--- src/rtl/ps2_pkg.sv ---
// Shared PS/2 Set-2 constants, prefix-FSM state type and the IDLE discard list.
package ps2_pkg;

  localparam logic [7:0] PS2_EXT    = 8'hE0;
  localparam logic [7:0] PS2_BRK    = 8'hF0;
  localparam logic [7:0] PS2_LSHIFT = 8'h12;
  localparam logic [7:0] PS2_RSHIFT = 8'h59;
  localparam logic [7:0] PS2_CAPS   = 8'h58;

  typedef enum logic [1:0] {
    IDLE,
    EXT,
    BRK,
    EXT_BRK
  } state_t;

  // Pause lead-in and keyboard status/ack bytes carry no key information.
  function automatic logic is_discard(input logic [7:0] b);
    case (b)
      8'hE1, 8'hAA, 8'hFA, 8'hEE, 8'hFC, 8'hFF: return 1'b1;
      default:                                  return 1'b0;
    endcase
  endfunction

endpackage

--- src/rtl/ps2_ascii_lut.sv ---
// Combinational Set-2 base code to ASCII; upper selects capital letters only.
module ps2_ascii_lut (
  input  logic [7:0] code,
  input  logic       upper,
  output logic [7:0] ascii
);

  logic [7:0] base;
  logic       letter;

  always_comb begin
    base   = 8'h00;
    letter = 1'b1;
    case (code)
      8'h1C: base = 8'h61;  8'h32: base = 8'h62;  8'h21: base = 8'h63;
      8'h23: base = 8'h64;  8'h24: base = 8'h65;  8'h2B: base = 8'h66;
      8'h34: base = 8'h67;  8'h33: base = 8'h68;  8'h43: base = 8'h69;
      8'h3B: base = 8'h6A;  8'h42: base = 8'h6B;  8'h4B: base = 8'h6C;
      8'h3A: base = 8'h6D;  8'h31: base = 8'h6E;  8'h44: base = 8'h6F;
      8'h4D: base = 8'h70;  8'h15: base = 8'h71;  8'h2D: base = 8'h72;
      8'h1B: base = 8'h73;  8'h2C: base = 8'h74;  8'h3C: base = 8'h75;
      8'h2A: base = 8'h76;  8'h1D: base = 8'h77;  8'h22: base = 8'h78;
      8'h35: base = 8'h79;  8'h1A: base = 8'h7A;
      default: letter = 1'b0;
    endcase
    ascii = (letter && upper) ? base - 8'h20 : base;
    if (!letter) begin
      case (code)
        8'h45: ascii = 8'h30;  8'h16: ascii = 8'h31;  8'h1E: ascii = 8'h32;
        8'h26: ascii = 8'h33;  8'h25: ascii = 8'h34;  8'h2E: ascii = 8'h35;
        8'h36: ascii = 8'h36;  8'h3D: ascii = 8'h37;  8'h3E: ascii = 8'h38;
        8'h46: ascii = 8'h39;
        8'h29: ascii = 8'h20;  8'h5A: ascii = 8'h0D;  8'h66: ascii = 8'h08;
        default: ascii = 8'h00;
      endcase
    end
  end

endmodule

--- src/rtl/ps2_scan_decoder.sv ---
// PS/2 Set-2 byte stream to registered key events (make/break, ext, ASCII, repeat, press count).
// Optional caps-lock toggle on key 0x58 is enabled by defining PS2_CAPS_LOCK_EN.
module ps2_scan_decoder
  import ps2_pkg::*;
(
  input  logic       clk,
  input  logic       rst,
  input  logic [7:0] code,
  input  logic       code_valid,
  output logic       code_ready,
  output logic       evt_valid,
  input  logic       evt_ready,
  output logic [7:0] evt_code,
  output logic [7:0] evt_ascii,
  output logic       evt_break,
  output logic       evt_ext,
  output logic       evt_repeat,
  output logic       shift,
  output logic       caps,
  output logic [7:0] press_count
);

  state_t     state, state_nxt;
  logic       accept, emit, emit_ext, emit_brk;
  logic [7:0] held;
  logic       held_ext, shift_l, shift_r, is_repeat, held_match;
  logic [7:0] lut_ascii;

  assign code_ready = ~evt_valid | evt_ready;
  assign accept     = code_valid & code_ready;
  assign shift      = shift_l | shift_r;
  assign held_match = ({emit_ext, code} == {held_ext, held});
  assign is_repeat  = ~emit_brk & held_match;

  always_comb begin
    state_nxt = state;
    emit      = 1'b0;
    emit_ext  = 1'b0;
    emit_brk  = 1'b0;
    if (accept) begin
      case (state)
        IDLE: begin
          if (code == PS2_EXT)      state_nxt = EXT;
          else if (code == PS2_BRK) state_nxt = BRK;
          else if (!is_discard(code)) emit = 1'b1;
        end
        EXT: begin
          if (code == PS2_BRK) state_nxt = EXT_BRK;
          else begin
            emit      = 1'b1;
            emit_ext  = 1'b1;
            state_nxt = IDLE;
          end
        end
        BRK: begin
          emit      = 1'b1;
          emit_brk  = 1'b1;
          state_nxt = IDLE;
        end
        default: begin
          emit      = 1'b1;
          emit_brk  = 1'b1;
          emit_ext  = 1'b1;
          state_nxt = IDLE;
        end
      endcase
    end
  end

  // Modifier state seen here is the value before this byte's own effect.
  ps2_ascii_lut u_lut (
    .code  (code),
    .upper (shift ^ caps),
    .ascii (lut_ascii)
  );

  always_ff @(posedge clk or posedge rst) begin
    if (rst) begin
      state       <= IDLE;
      evt_valid   <= 1'b0;
      evt_code    <= 8'h00;
      evt_ascii   <= 8'h00;
      evt_break   <= 1'b0;
      evt_ext     <= 1'b0;
      evt_repeat  <= 1'b0;
      held        <= 8'h00;
      held_ext    <= 1'b0;
      shift_l     <= 1'b0;
      shift_r     <= 1'b0;
      press_count <= 8'h00;
    end else begin
      state <= state_nxt;
      if (emit) begin
        evt_valid  <= 1'b1;
        evt_code   <= code;
        evt_ascii  <= emit_ext ? 8'h00 : lut_ascii;
        evt_break  <= emit_brk;
        evt_ext    <= emit_ext;
        evt_repeat <= is_repeat;
        if (!emit_brk) begin
          if (!is_repeat) begin
            held        <= code;
            held_ext    <= emit_ext;
            press_count <= press_count + 8'd1;
          end
        end else if (held_match) begin
          held     <= 8'h00;
          held_ext <= 1'b0;
        end
        if (!emit_ext && code == PS2_LSHIFT) shift_l <= ~emit_brk;
        if (!emit_ext && code == PS2_RSHIFT) shift_r <= ~emit_brk;
      end else if (evt_ready) begin
        evt_valid <= 1'b0;
      end
    end
  end

`ifdef PS2_CAPS_LOCK_EN
  always_ff @(posedge clk or posedge rst) begin
    if (rst) caps <= 1'b0;
    else if (emit && !emit_ext && !emit_brk && !is_repeat && code == PS2_CAPS) caps <= ~caps;
  end
`else
  assign caps = 1'b0;
`endif

endmodule

--- config.mk ---
export PLATFORM = sky130hd
export DESIGN_NAME = ps2_scan_decoder
export DESIGN_NICKNAME = d
export VERILOG_FILES = /design/src/rtl/ps2_pkg.sv /design/src/rtl/ps2_ascii_lut.sv /design/src/rtl/ps2_scan_decoder.sv
export SDC_FILE = /design/constraint.sdc
export NUM_CORES = 1
export LEC_CHECK = 0
export ABC_AREA = 1
export BUFFER_PORTS_ARGS = -buffer_cell sky130_fd_sc_hd__buf_2
export CAP_MARGIN = 10
export CORE_UTILIZATION = 60
export CTS_BUF_LIST = sky130_fd_sc_hd__clkbuf_16
export DETAILED_ROUTE_END_ITERATION = 10
export GPL_TIMING_DRIVEN = 0
export PLACE_DENSITY = 0.93
export SYNTH_ARGS = -nofsm -noshare
export SYNTH_HDL_FRONTEND = slang
export SYNTH_SLANG_ARGS = --single-unit
--- constraint.sdc ---
create_clock -name clk -period 3.45 [get_ports clk]
set_input_delay 0.5175 -clock clk [delete_from_list [all_inputs] [get_ports clk]]
set_output_delay 0.5175 -clock clk [all_outputs]
set_load 0.03 [all_outputs]
==> results.sh, run 1 <==
export IMPL_status="finished, final reports clean"
export IMPL_cts_tree="built"
export IMPL_overflow=0
export IMPL_nets=526
export IMPL_cts_inserted_buffers=5
export IMPL_grt_pass1_wl_um=13130
export IMPL_area_delta_synth_final_pct=13.75
export IMPL_netlist_area_mm2=0.003029
export IMPL_gp_routability_congestion=0.9312
export IMPL_yosys_area_share_simple_pct=45.19
export IMPL_max_freq_mhz=419.0
export IMPL_io_pins=43
export IMPL_fill_cells=394
export IMPL_yosysWarnings=0
export IMPL_antenna_found_initial=0
export IMPL_slowest_stage="nand4_1"
export IMPL_synth_top_family_by_area="simple AND/OR/NAND/NOR gates"
export IMPL_grt_max_degree=42
export IMPL_numPortBuffers=34
export IMPL_post_synth_cell_area_avg_um2=6.459
export IMPL_period_share_pct=69.18
export IMPL_path_max_fanout=8
export IMPL_path_buf_inv=3
export IMPL_placed_cells=570
export IMPL_synth_top_area_share_pct=33.87
export IMPL_startpoint_type="input pin"
export IMPL_drcViolationCount=0
export IMPL_crit_family="simple AND/OR/NAND/NOR gates"
export IMPL_wl_per_cell_um=13.72
export IMPL_syn_inst=469
export IMPL_cp_cell_sequence="buf_4 > nor2_1 > nand2_1 > nor2_4 > nand2_1 > nand3_1 > inv_1 > nor2_1 > nor3_1 > ha_1 > inv_1 > nand4_1 > nand2_1 > nand2_1"
export IMPL_setup_viol_count_final=0
export IMPL_insertion_delay_ns=0.28
export IMPL_cellPowerDensity_mw_per_mm2=628.2
export IMPL_crit_top_cell="nand2_1"
export IMPL_synth_largest_area_cell="dfrtp_1"
export IMPL_die_area_mm2=0.005337
export IMPL_worstSetupEndpointType="register"
export IMPL_synth_enable_flop_cells=0
export IMPL_internal_power_mw=1.242
export IMPL_netlist_top_cells_area="dfrtp_1, nand2_1, nor2_1"
export IMPL_ys_ff_latch=41
export IMPL_htreeDepth=2
export IMPL_layout_commonest_cell="nand2_1"
export IMPL_worst_pin_slew_ns=0.8225
export IMPL_combPwrFrac_pct=42.0
export IMPL_core_area_mm2=0.004786
export IMPL_clkSinkCount=41
export IMPL_finalMaxSlewViolations=0
export IMPL_synth_xor_xnor_area_share_pct=4.048
export IMPL_netSwitchingFraction_pct=42.61
export IMPL_final_cell_mix="nand2_1, nor2_1, nand3_1, dfrtp_1, buf_2"
export IMPL_synth_compound_area_share_pct=6.691
export IMPL_root_buffer="clkbuf_16"
export IMPL_critPathMaxStageDelay_ns=0.30
export IMPL_p_leak_nw=2.014
export IMPL_p_sw_uw=922.4
export IMPL_hpwl_um=5818
export IMPL_required_ns=3.62
export IMPL_finClkSkew_ns=0.004576
export IMPL_postSynth_asyncResetShare_pct=100.0
export IMPL_hold_class="input pin to asynchronous set/reset pin"
export IMPL_max_slew_margin_pct=45.09
export IMPL_yosysSeqAreaShare_pct=33.87
export IMPL_grt_pass1_vias=2887
export IMPL_grt_usage_pct=31.87
export IMPL_crit_arrival_ns=2.55
export IMPL_viasPerCell=5.587
export IMPL_rows=25
export IMPL_post_cts_resized=0
export IMPL_post_cts_setup_buffers=0
export IMPL_cts_hold_buffers=0
export IMPL_period_minus_slack_ns=2.387
export IMPL_dr_first_iter_drc_count=262
export IMPL_seq_area_mm2=0.001026
export IMPL_die_w_um=73.06
export IMPL_yosysUniqueCellTypes=33
export IMPL_synth_net_count=485
export IMPL_rsz0062_at_grt="no"
export IMPL_fin_cells=578
export IMPL_wirelength_um=7931
export IMPL_multi_input_area_mm2=0.001748
export IMPL_synth_mux_area_share_pct=0
export IMPL_clk_path_buf_depth=2
export IMPL_drtPass1Iterations=7
export IMPL_start_util_pct=63.29
export IMPL_synth_flop_cell="dfrtp_1"
export IMPL_power_frac_seq_pct=34.3
export IMPL_peakVddDrop_mv=0.5361
export IMPL_pwr_share_clk_pct=23.8
export IMPL_vias=3229
export IMPL_antenna_cells=0
export IMPL_die_y_um=73.06
export IMPL_drtAntennaViolNets=0
export IMPL_critical_path_class="input pin to register"
export IMPL_finalHoldViolCount=0
export IMPL_synthAdderAreaFrac_pct=1.652
export IMPL_drive_gt1_share_pct=16.44
export IMPL_clkSlewWorstSetupHoldPaths_ns=0.06
export IMPL_tns_ns=0
export IMPL_cap_violations=0
## through the flow
step	power (mW)	setup WS, ns	instance area, um^2	utilization [%]	hold slack (ns)
2_1_floorplan	1.395	1.218	3029	-	0.4336
3_3_place_gp	1.597	0.9359	3283	68.60	0.4513
3_5_place_dp	1.635	0.8528	3283	68.60	0.4600
4_1_cts	2.161	1.114	3446	72.00	0.4369
5_1_grt	2.288	0.8730	3446	72.00	0.4880
6_report	2.165	1.063	3446	72.00	0.4009
## final timing paths
kind | from | to | slack, ns | cells past startpoint
worst max register to register | evt_valid | press_count[0] | 1.30 | 12
worst min register to register | evt_ascii[2] | evt_ascii[2] | 0.47 | 2
worst min-delay path | rst | evt_ascii[5] | 0.40 | 2
max in group asynchronous | rst | evt_code[3] | 2.53 | 2
worst max-delay path | code[2] | press_count[0] | 1.06 | 14
min in group clk | evt_ascii[2] | evt_ascii[2] | 0.47 | 2
## flip-flops by register name (all words and copies together) (netlist names)
| name | flops |
|---|---|
| evt_repeat | 1 |
| shift_l | 1 |
| press_count | 8 |
| evt_valid | 1 |
| state | 2 |
| evt_ext | 1 |
| evt_break | 1 |
| held | 8 |
| shift_r | 1 |
| evt_ascii | 8 |
| held_ext | 1 |
| evt_code | 8 |
## routing by layer
metal,track usage [%],routed length [um]
met5,0,0
met4,11.33,145
met3,6.077,577
met2,50.00,3656
met1,43.88,3551
## cell families after synthesis
family,after synthesis
xor+xnor,14
other cells,1
fa+ha+maj,4
flops,41
buf+inv,49
simple gates,322
compound gates,38
## power groups by stage
stage	combinational [mW]	clock (mW)	sequential, mW
after detailed placement	0.889	0	0.746
after CTS	0.905	0.515	0.741
after floorplan	0.454	0	0.941
after global placement	0.858	0	0.738
final	0.908	0.514	0.742
after global routing	0.994	0.534	0.760
## final cells by class
class | instances | share of cell area (%)
Clock buffer | 5 | 3.631
Tap cell | 67 | 2.433
Multi-Input combinational cell | 379 | 50.73
Timing Repair Buffer | 34 | 4.938
Buffer | 16 | 3.740
Inverter | 33 | 3.667
Clock inverter | 3 | 1.089
Sequential cell | 41 | 29.77
## cell usage after synthesis, types with 5 or more instances
library cell,n
xor2_1,11
buf_4,5
inv_2,9
nor3_1,7
o21ai_0,22
inv_1,23
nand3_1,45
nor2_1,66
a21oi_1,6
dfrtp_1,41
buf_6,6
nand2_1,179
nor2_2,5
nand2_2,6
o21ai_1,5
nand4_1,5
Power figures use the tool's default switching activity.
==> run 2, diff against run 1 <==
- CORE_UTILIZATION: 60 -> 58
- PLACE_DENSITY: 0.93 -> 0.91
- clock period: 3.45 -> 2.39 ns (I/O delays scaled with it)
==> run 2 against run 1 <==
  * Via count rose by 0.53%
  * Sequential share of layout area fell by 0.11 points
  * Largest cell class unchanged
  * Global-route usage fell by 1.8 points
  * Highest routed layer unchanged
  * Register-to-register slack got worse by 1.0 ns
  * Largest power group unchanged
  * Clock power rose by 44%
==> results.sh, run 2 (synthesis results as in run 1) <==
export IMPL_status="finished, final reports clean"
export IMPL_gp_routability_congestion=0.9433
export IMPL_drtAntennaViolNets=0
export IMPL_clk_path_buf_depth=2
export IMPL_cap_violations=0
export IMPL_period_minus_slack_ns=2.124
export IMPL_worstSetupEndpointType="register"
export IMPL_dr_first_iter_drc_count=275
export IMPL_drtPass1Iterations=5
export IMPL_nets=528
export IMPL_hpwl_um=5703
export IMPL_fill_cells=435
export IMPL_antenna_cells=0
export IMPL_setup_viol_count_final=0
export IMPL_holdWs_ns=0.2326
export IMPL_final_cell_mix="nand2_1, nor2_1, nand3_1, dfrtp_1, buf_2"
export IMPL_clkSinkCount=41
export IMPL_startpoint_type="register"
export IMPL_die_y_um=74.27
export IMPL_vias=3246
export IMPL_start_util_pct=62.08
export IMPL_finalMaxSlewViolations=0
export IMPL_core_area_mm2=0.004880
export IMPL_cts_tree="built"
export IMPL_grt_max_degree=42
export IMPL_wl_per_cell_um=13.41
export IMPL_area_delta_synth_final_pct=14.17
export IMPL_finClkSkew_ns=0.006047
export IMPL_grt_pass1_vias=2800
export IMPL_cellPowerDensity_mw_per_mm2=901.5
export IMPL_rows=25
export IMPL_cts_inserted_buffers=5
export IMPL_hold_class="input pin to asynchronous set/reset pin"
export IMPL_drcViolationCount=0
export IMPL_max_slew_margin_pct=45.53
export IMPL_r2r_start="evt_valid"
export IMPL_insertion_delay_ns=0.28
export IMPL_htreeDepth=2
export IMPL_grt_usage_pct=30.07
export IMPL_wirelength_um=7764
export IMPL_max_freq_mhz=470.8
export IMPL_finalHoldViolCount=0
export IMPL_grt_pass1_wl_um=12890
export IMPL_die_area_mm2=0.005516
export IMPL_viasPerCell=5.606
export IMPL_critical_path_class="register to register"
export IMPL_io_pins=43
export IMPL_p_leak_nw=2.019
export IMPL_total_power_mw=3.118
export IMPL_layout_commonest_cell="nand2_1"
export IMPL_worst_pin_slew_ns=0.8159
export IMPL_die_w_um=74.27
export IMPL_overflow=0
export IMPL_numPortBuffers=34
export IMPL_clkSlewWorstSetupHoldPaths_ns=0.06
export IMPL_peakVddDrop_mv=0.6723
export IMPL_rsz0062_at_grt="no"
export IMPL_root_buffer="clkbuf_16"
export IMPL_crit_arrival_ns=2.29
export IMPL_antenna_found_initial=0
export IMPL_required_ns=2.55
export IMPL_tns_ns=0
export IMPL_period_share_pct=88.88
export IMPL_crit_start="evt_valid"
export IMPL_path_max_fanout=9
export IMPL_post_cts_resized=0
export IMPL_drive_gt1_share_pct=16.99
## run 2: cell types whose count changed in the layout (fill, tap and decap cells not counted), sizes merged
cell  change
buf       +2
inv       -1
## run 2: through the flow
step	instances	cell area (um^2)	setup slack, ns	utilization [%]
6_report	579	3458	0.2658	70.87
2_1_floorplan	469	3029	0.2154	-
4_1_cts	577	3443	0.2172	70.56
3_5_place_dp	570	3283	-0.04326	67.28
5_1_grt	579	3458	0.01249	70.87
3_3_place_gp	570	3283	0.03731	67.28
## run 2: timing repair
action / 4_1_cts / 5_1_grt
buffers inserted: 0 / 2
setup endpoints to repair: 0 / 1
hold buffers: 0 / 0
## run 2: layout make-up
cell class / count / area, um^2 / area share (%)
plain buffers: 16 / 128.9 / 3.726
flip-flops and latches: 41 / 1026 / 29.67
repair buffers: 36 / 185.2 / 5.355
clock buffers: 5 / 125.1 / 3.618
well taps: 67 / 83.83 / 2.424
inverters: 33 / 126.4 / 3.654
multi-input cells: 379 / 1748 / 50.54
clock inverters: 2 / 35.03 / 1.013
## run 2: power by group
group	switching [mW]	total (mW)	internal [mW]
combinational	0.901	1.30	0.403
clock	0.257	0.741	0.484
sequential	0.156	1.07	0.917
## run 2: path summary, 6_finish.rpt
check                               endpoint  slack [ns]  cells past startpoint
worst max-delay path                held_ext        0.27                     12
worst min-delay path               evt_valid        0.23                      2
worst max register to register      held_ext        0.27                     12
worst min register to register  evt_ascii[1]        0.47                      2
max in group asynchronous        evt_code[4]        1.64                      2
min in group clk                   evt_valid        0.35                      4
## run 2: layer usage
layer	share of wire (%)	vias to the layer above	GRT usage (%)
li1	-	1569	-
met1	45	1476	43.80
met2	45	186	44.95
met3	8.5	15	6.098
met4	1.5	0	9.434
met5	0	-	0
## run 2: worst max-delay path, stage by stage (launching register included)
cell,delay (ns)
dfrtp_1,0.37
nand2_1,0.10
nand2_1,0.07
inv_1,0.18
nand3_1,0.20
inv_1,0.15
nor2_1,0.05
nor3_1,0.16
ha_1,0.27
inv_1,0.22
nor2_1,0.10
nand2_1,0.06
o21ai_0,0.07
==> run 3, diff against run 2 <==
- CORE_UTILIZATION: 58 -> 57
- PLACE_DENSITY: 0.91 -> 0.9
- SYNTH_HIERARCHICAL: unset -> 1
==> run 3 against run 2 <==
  * Global-route usage shrank 0.74 points
  * Cell count shrank 7.9%
  * Power down 2.2%
  * Via count down 11%
  * Core utilization down 1.5 points
  * Sequential share of layout area rose by 1.4 points
  * Clock skew decreased by 0.0025 ns
  * Maximum frequency fell by 2.7%
  * Synthesized area down 6.5%
  * Combinational power down 5%
  * Die area is 4.8% lower
  * Largest cell class unchanged
  * Largest power group unchanged
==> results.sh, run 3 <==
export IMPL_netlist_area_mm2=0.002831
export IMPL_die_w_um=72.48
export IMPL_drcViolationCount=0
export IMPL_antenna_found_initial=0
export IMPL_synth_largest_area_cell="dfrtp_1"
export IMPL_critical_path_class="input pin to register"
export IMPL_grt_pass1_wl_um=11990
export IMPL_ys_top_cells_by_count="nand2_1, dfrtp_1, nor2_1, nand3_1, inv_1"
export IMPL_utilization_pct=69.39
export IMPL_ys_ff_latch=41
export IMPL_placed_area_mm2=0.003120
export IMPL_cap_violations=0
export IMPL_power_frac_seq_pct=35.3
export IMPL_internal_power_mw=1.765
export IMPL_clk_path_buf_depth=2
export IMPL_rows=25
export IMPL_finalHoldViolCount=0
export IMPL_die_area_mm2=0.005253
export IMPL_vias=2887
export IMPL_root_buffer="clkbuf_16"
export IMPL_max_slew_margin_pct=42.93
export IMPL_pwr_share_clk_pct=24.0
export IMPL_wirelength_um=7297
export IMPL_period_minus_slack_ns=2.183
export IMPL_clkSinkCount=41
export IMPL_start_util_pct=59.55
export IMPL_synth_flop_cell="dfrtp_1"
export IMPL_drtPass1Iterations=5
export IMPL_syn_inst=416
export IMPL_required_ns=2.60
export IMPL_cts_tree="built"
export IMPL_drtAntennaViolNets=0
export IMPL_drive_gt1_share_pct=20.82
export IMPL_max_freq_mhz=458.0
export IMPL_synth_net_count=430
export IMPL_viasPerCell=5.417
export IMPL_hpwl_um=5217
export IMPL_cellPowerDensity_mw_per_mm2=924.3
export IMPL_setup_viol_count_final=0
export IMPL_gp_routability_congestion=0.9626
export IMPL_clkSlewWorstSetupHoldPaths_ns=0.06
export IMPL_area_delta_synth_final_pct=16.53
export IMPL_peakVddDrop_mv=0.8830
export IMPL_worst_pin_slew_ns=0.8547
export IMPL_placed_cells=524
export IMPL_grt_usage_pct=29.33
export IMPL_path_max_fanout=10
export IMPL_htreeDepth=2
export IMPL_holdWs_ns=0.2543
export IMPL_layout_commonest_cell="nand2_1"
export IMPL_grt_pass1_vias=2597
export IMPL_startpoint_type="input pin"
export IMPL_synth_most_common_cell="nand2_1"
export IMPL_netSwitchingFraction_pct=42.13
export IMPL_hold_class="input pin to asynchronous set/reset pin"
export IMPL_synth_top_area_share_pct=36.24
export IMPL_final_cell_mix="nand2_1, buf_2, dfrtp_1, nor2_1, nand3_1"
export IMPL_crit_arrival_ns=2.40
export IMPL_yosysWarnings=6
export IMPL_netlist_top_cells_area="dfrtp_1, nand2_1, nand3_1"
export IMPL_die_y_um=72.48
export IMPL_combPwrFrac_pct=40.7
export IMPL_finalMaxSlewViolations=0
export IMPL_grt_max_degree=42
export IMPL_dr_first_iter_drc_count=232
export IMPL_antenna_cells=0
export IMPL_fin_cells=533
export IMPL_io_pins=43
export IMPL_post_synth_cell_area_avg_um2=6.806
export IMPL_final_area_mm2=0.003299
export IMPL_wl_per_cell_um=13.69
export IMPL_yosysUniqueCellTypes=35
export IMPL_p_sw_mw=1.285
export IMPL_yosysSeqAreaShare_pct=36.24
export IMPL_finClkSkew_ns=0.003595
export IMPL_numPortBuffers=41
export IMPL_status="finished, final reports clean"
export IMPL_core_area_mm2=0.004755
export IMPL_overflow=0
export IMPL_worstSetupEndpointType="register"
export IMPL_nets=479
export IMPL_cts_inserted_buffers=5
export IMPL_insertion_delay_ns=0.28
export IMPL_rsz0062_at_grt="no"
export IMPL_period_share_pct=91.36
export IMPL_p_leak_nw=1.906
export IMPL_postSynth_asyncResetShare_pct=100.0
export IMPL_synth_enable_flop_cells=0
## run 3: cell types whose count changed after synthesis, sizes merged, moves of 2 or more
| cell | before | now |
|---|---|---|
| a21oi | 6 | 8 |
| and2 | 0 | 2 |
| buf | 15 | 9 |
| ha | 4 | 2 |
| inv | 33 | 41 |
| nand2 | 185 | 164 |
| nand3 | 46 | 35 |
| nand4 | 5 | 16 |
| nor2 | 75 | 50 |
| nor3 | 7 | 9 |
| o21ai | 28 | 14 |
## run 3: repair_timing
item                                   CTS  global route
pin swaps                                1             0
buffers inserted                         1             0
setup endpoints to repair                8            14
endpoints found under the hold margin    0             0
hold buffers                             0             0
resized for setup                        1             4
## run 3: per-stage QoR
step	TNS (ns)	worst slack (ns)	total power, mW
floorplan	0	0.1267	1.950
global placement	-2.424	-0.3066	2.247
detailed placement	-3.431	-0.3722	2.297
CTS	0	0.1520	3.047
global route	0	0.02710	3.231
finish	0	0.2065	3.050
## run 3: worst paths after layout
kind	slack (ns)	to	startpoint	cells after the start
setup / recovery	0.21	press_count[5]	code[2]	16
hold / removal	0.25	evt_code[0]	rst	2
setup reg to reg	0.33	held[5]	evt_valid	12
hold reg to reg	0.47	evt_break	evt_break	2
max in group asynchronous	1.59	evt_code[3]	rst	2
min in group clk	0.36	evt_valid	evt_ready	4
## run 3: routing by layer
layer / GRT usage, % / vias up / part of all wire [%]
met5: 0 / - / 0
met4: 5.664 / 0 / 1.0
met3: 4.583 / 10 / 7.2
met2: 47.46 / 128 / 47
met1: 41.82 / 1336 / 45
li1: - / 1413 / -
## run 3: cell families after synthesis
group	after synthesis	synth area share, %
AND/OR/NAND/NOR	280	45.03
AO/OA/AOI/OAI	25	5.215
XOR/XNOR	14	4.331
other	2	0.2652
buffers and inverters	52	8.042
adder cells (fa/ha/maj)	2	0.8836
flip-flops	41	36.23
## run 3: area by class of cell
type | count | area [um^2]
plain buffers | 10 | 72.57
inverters | 42 | 158.9
clock buffers | 5 | 125.1
clock inverters | 3 | 37.54
flip-flops and latches | 41 | 1026
well taps | 67 | 83.83
multi-input cells | 323 | 1583
fillers | 423 | 1455
repair buffers | 42 | 212.7
## run 3: worst max-delay path, cell delays in order
cell,delay (ns)
buf_2,0.18
inv_2,0.09
nand2_1,0.10
nor2_2,0.15
and2_4,0.18
nand2_1,0.08
nand2_1,0.15
buf_4,0.20
nor2_1,0.05
nor2_1,0.10
ha_1,0.17
clkinv_2,0.15
nand4_1,0.11
buf_4,0.16
nand2_1,0.08
nand2_1,0.08
## run 3: power by group through the flow
stage | clock network (mW) | logic, mW | registers, mW
floorplan | 0 | 0.599 | 1.35
global placement | 0 | 1.18 | 1.06
detailed placement | 0 | 1.22 | 1.08
CTS | 0.739 | 1.24 | 1.07
global route | 0.775 | 1.36 | 1.09
finish | 0.733 | 1.24 | 1.08
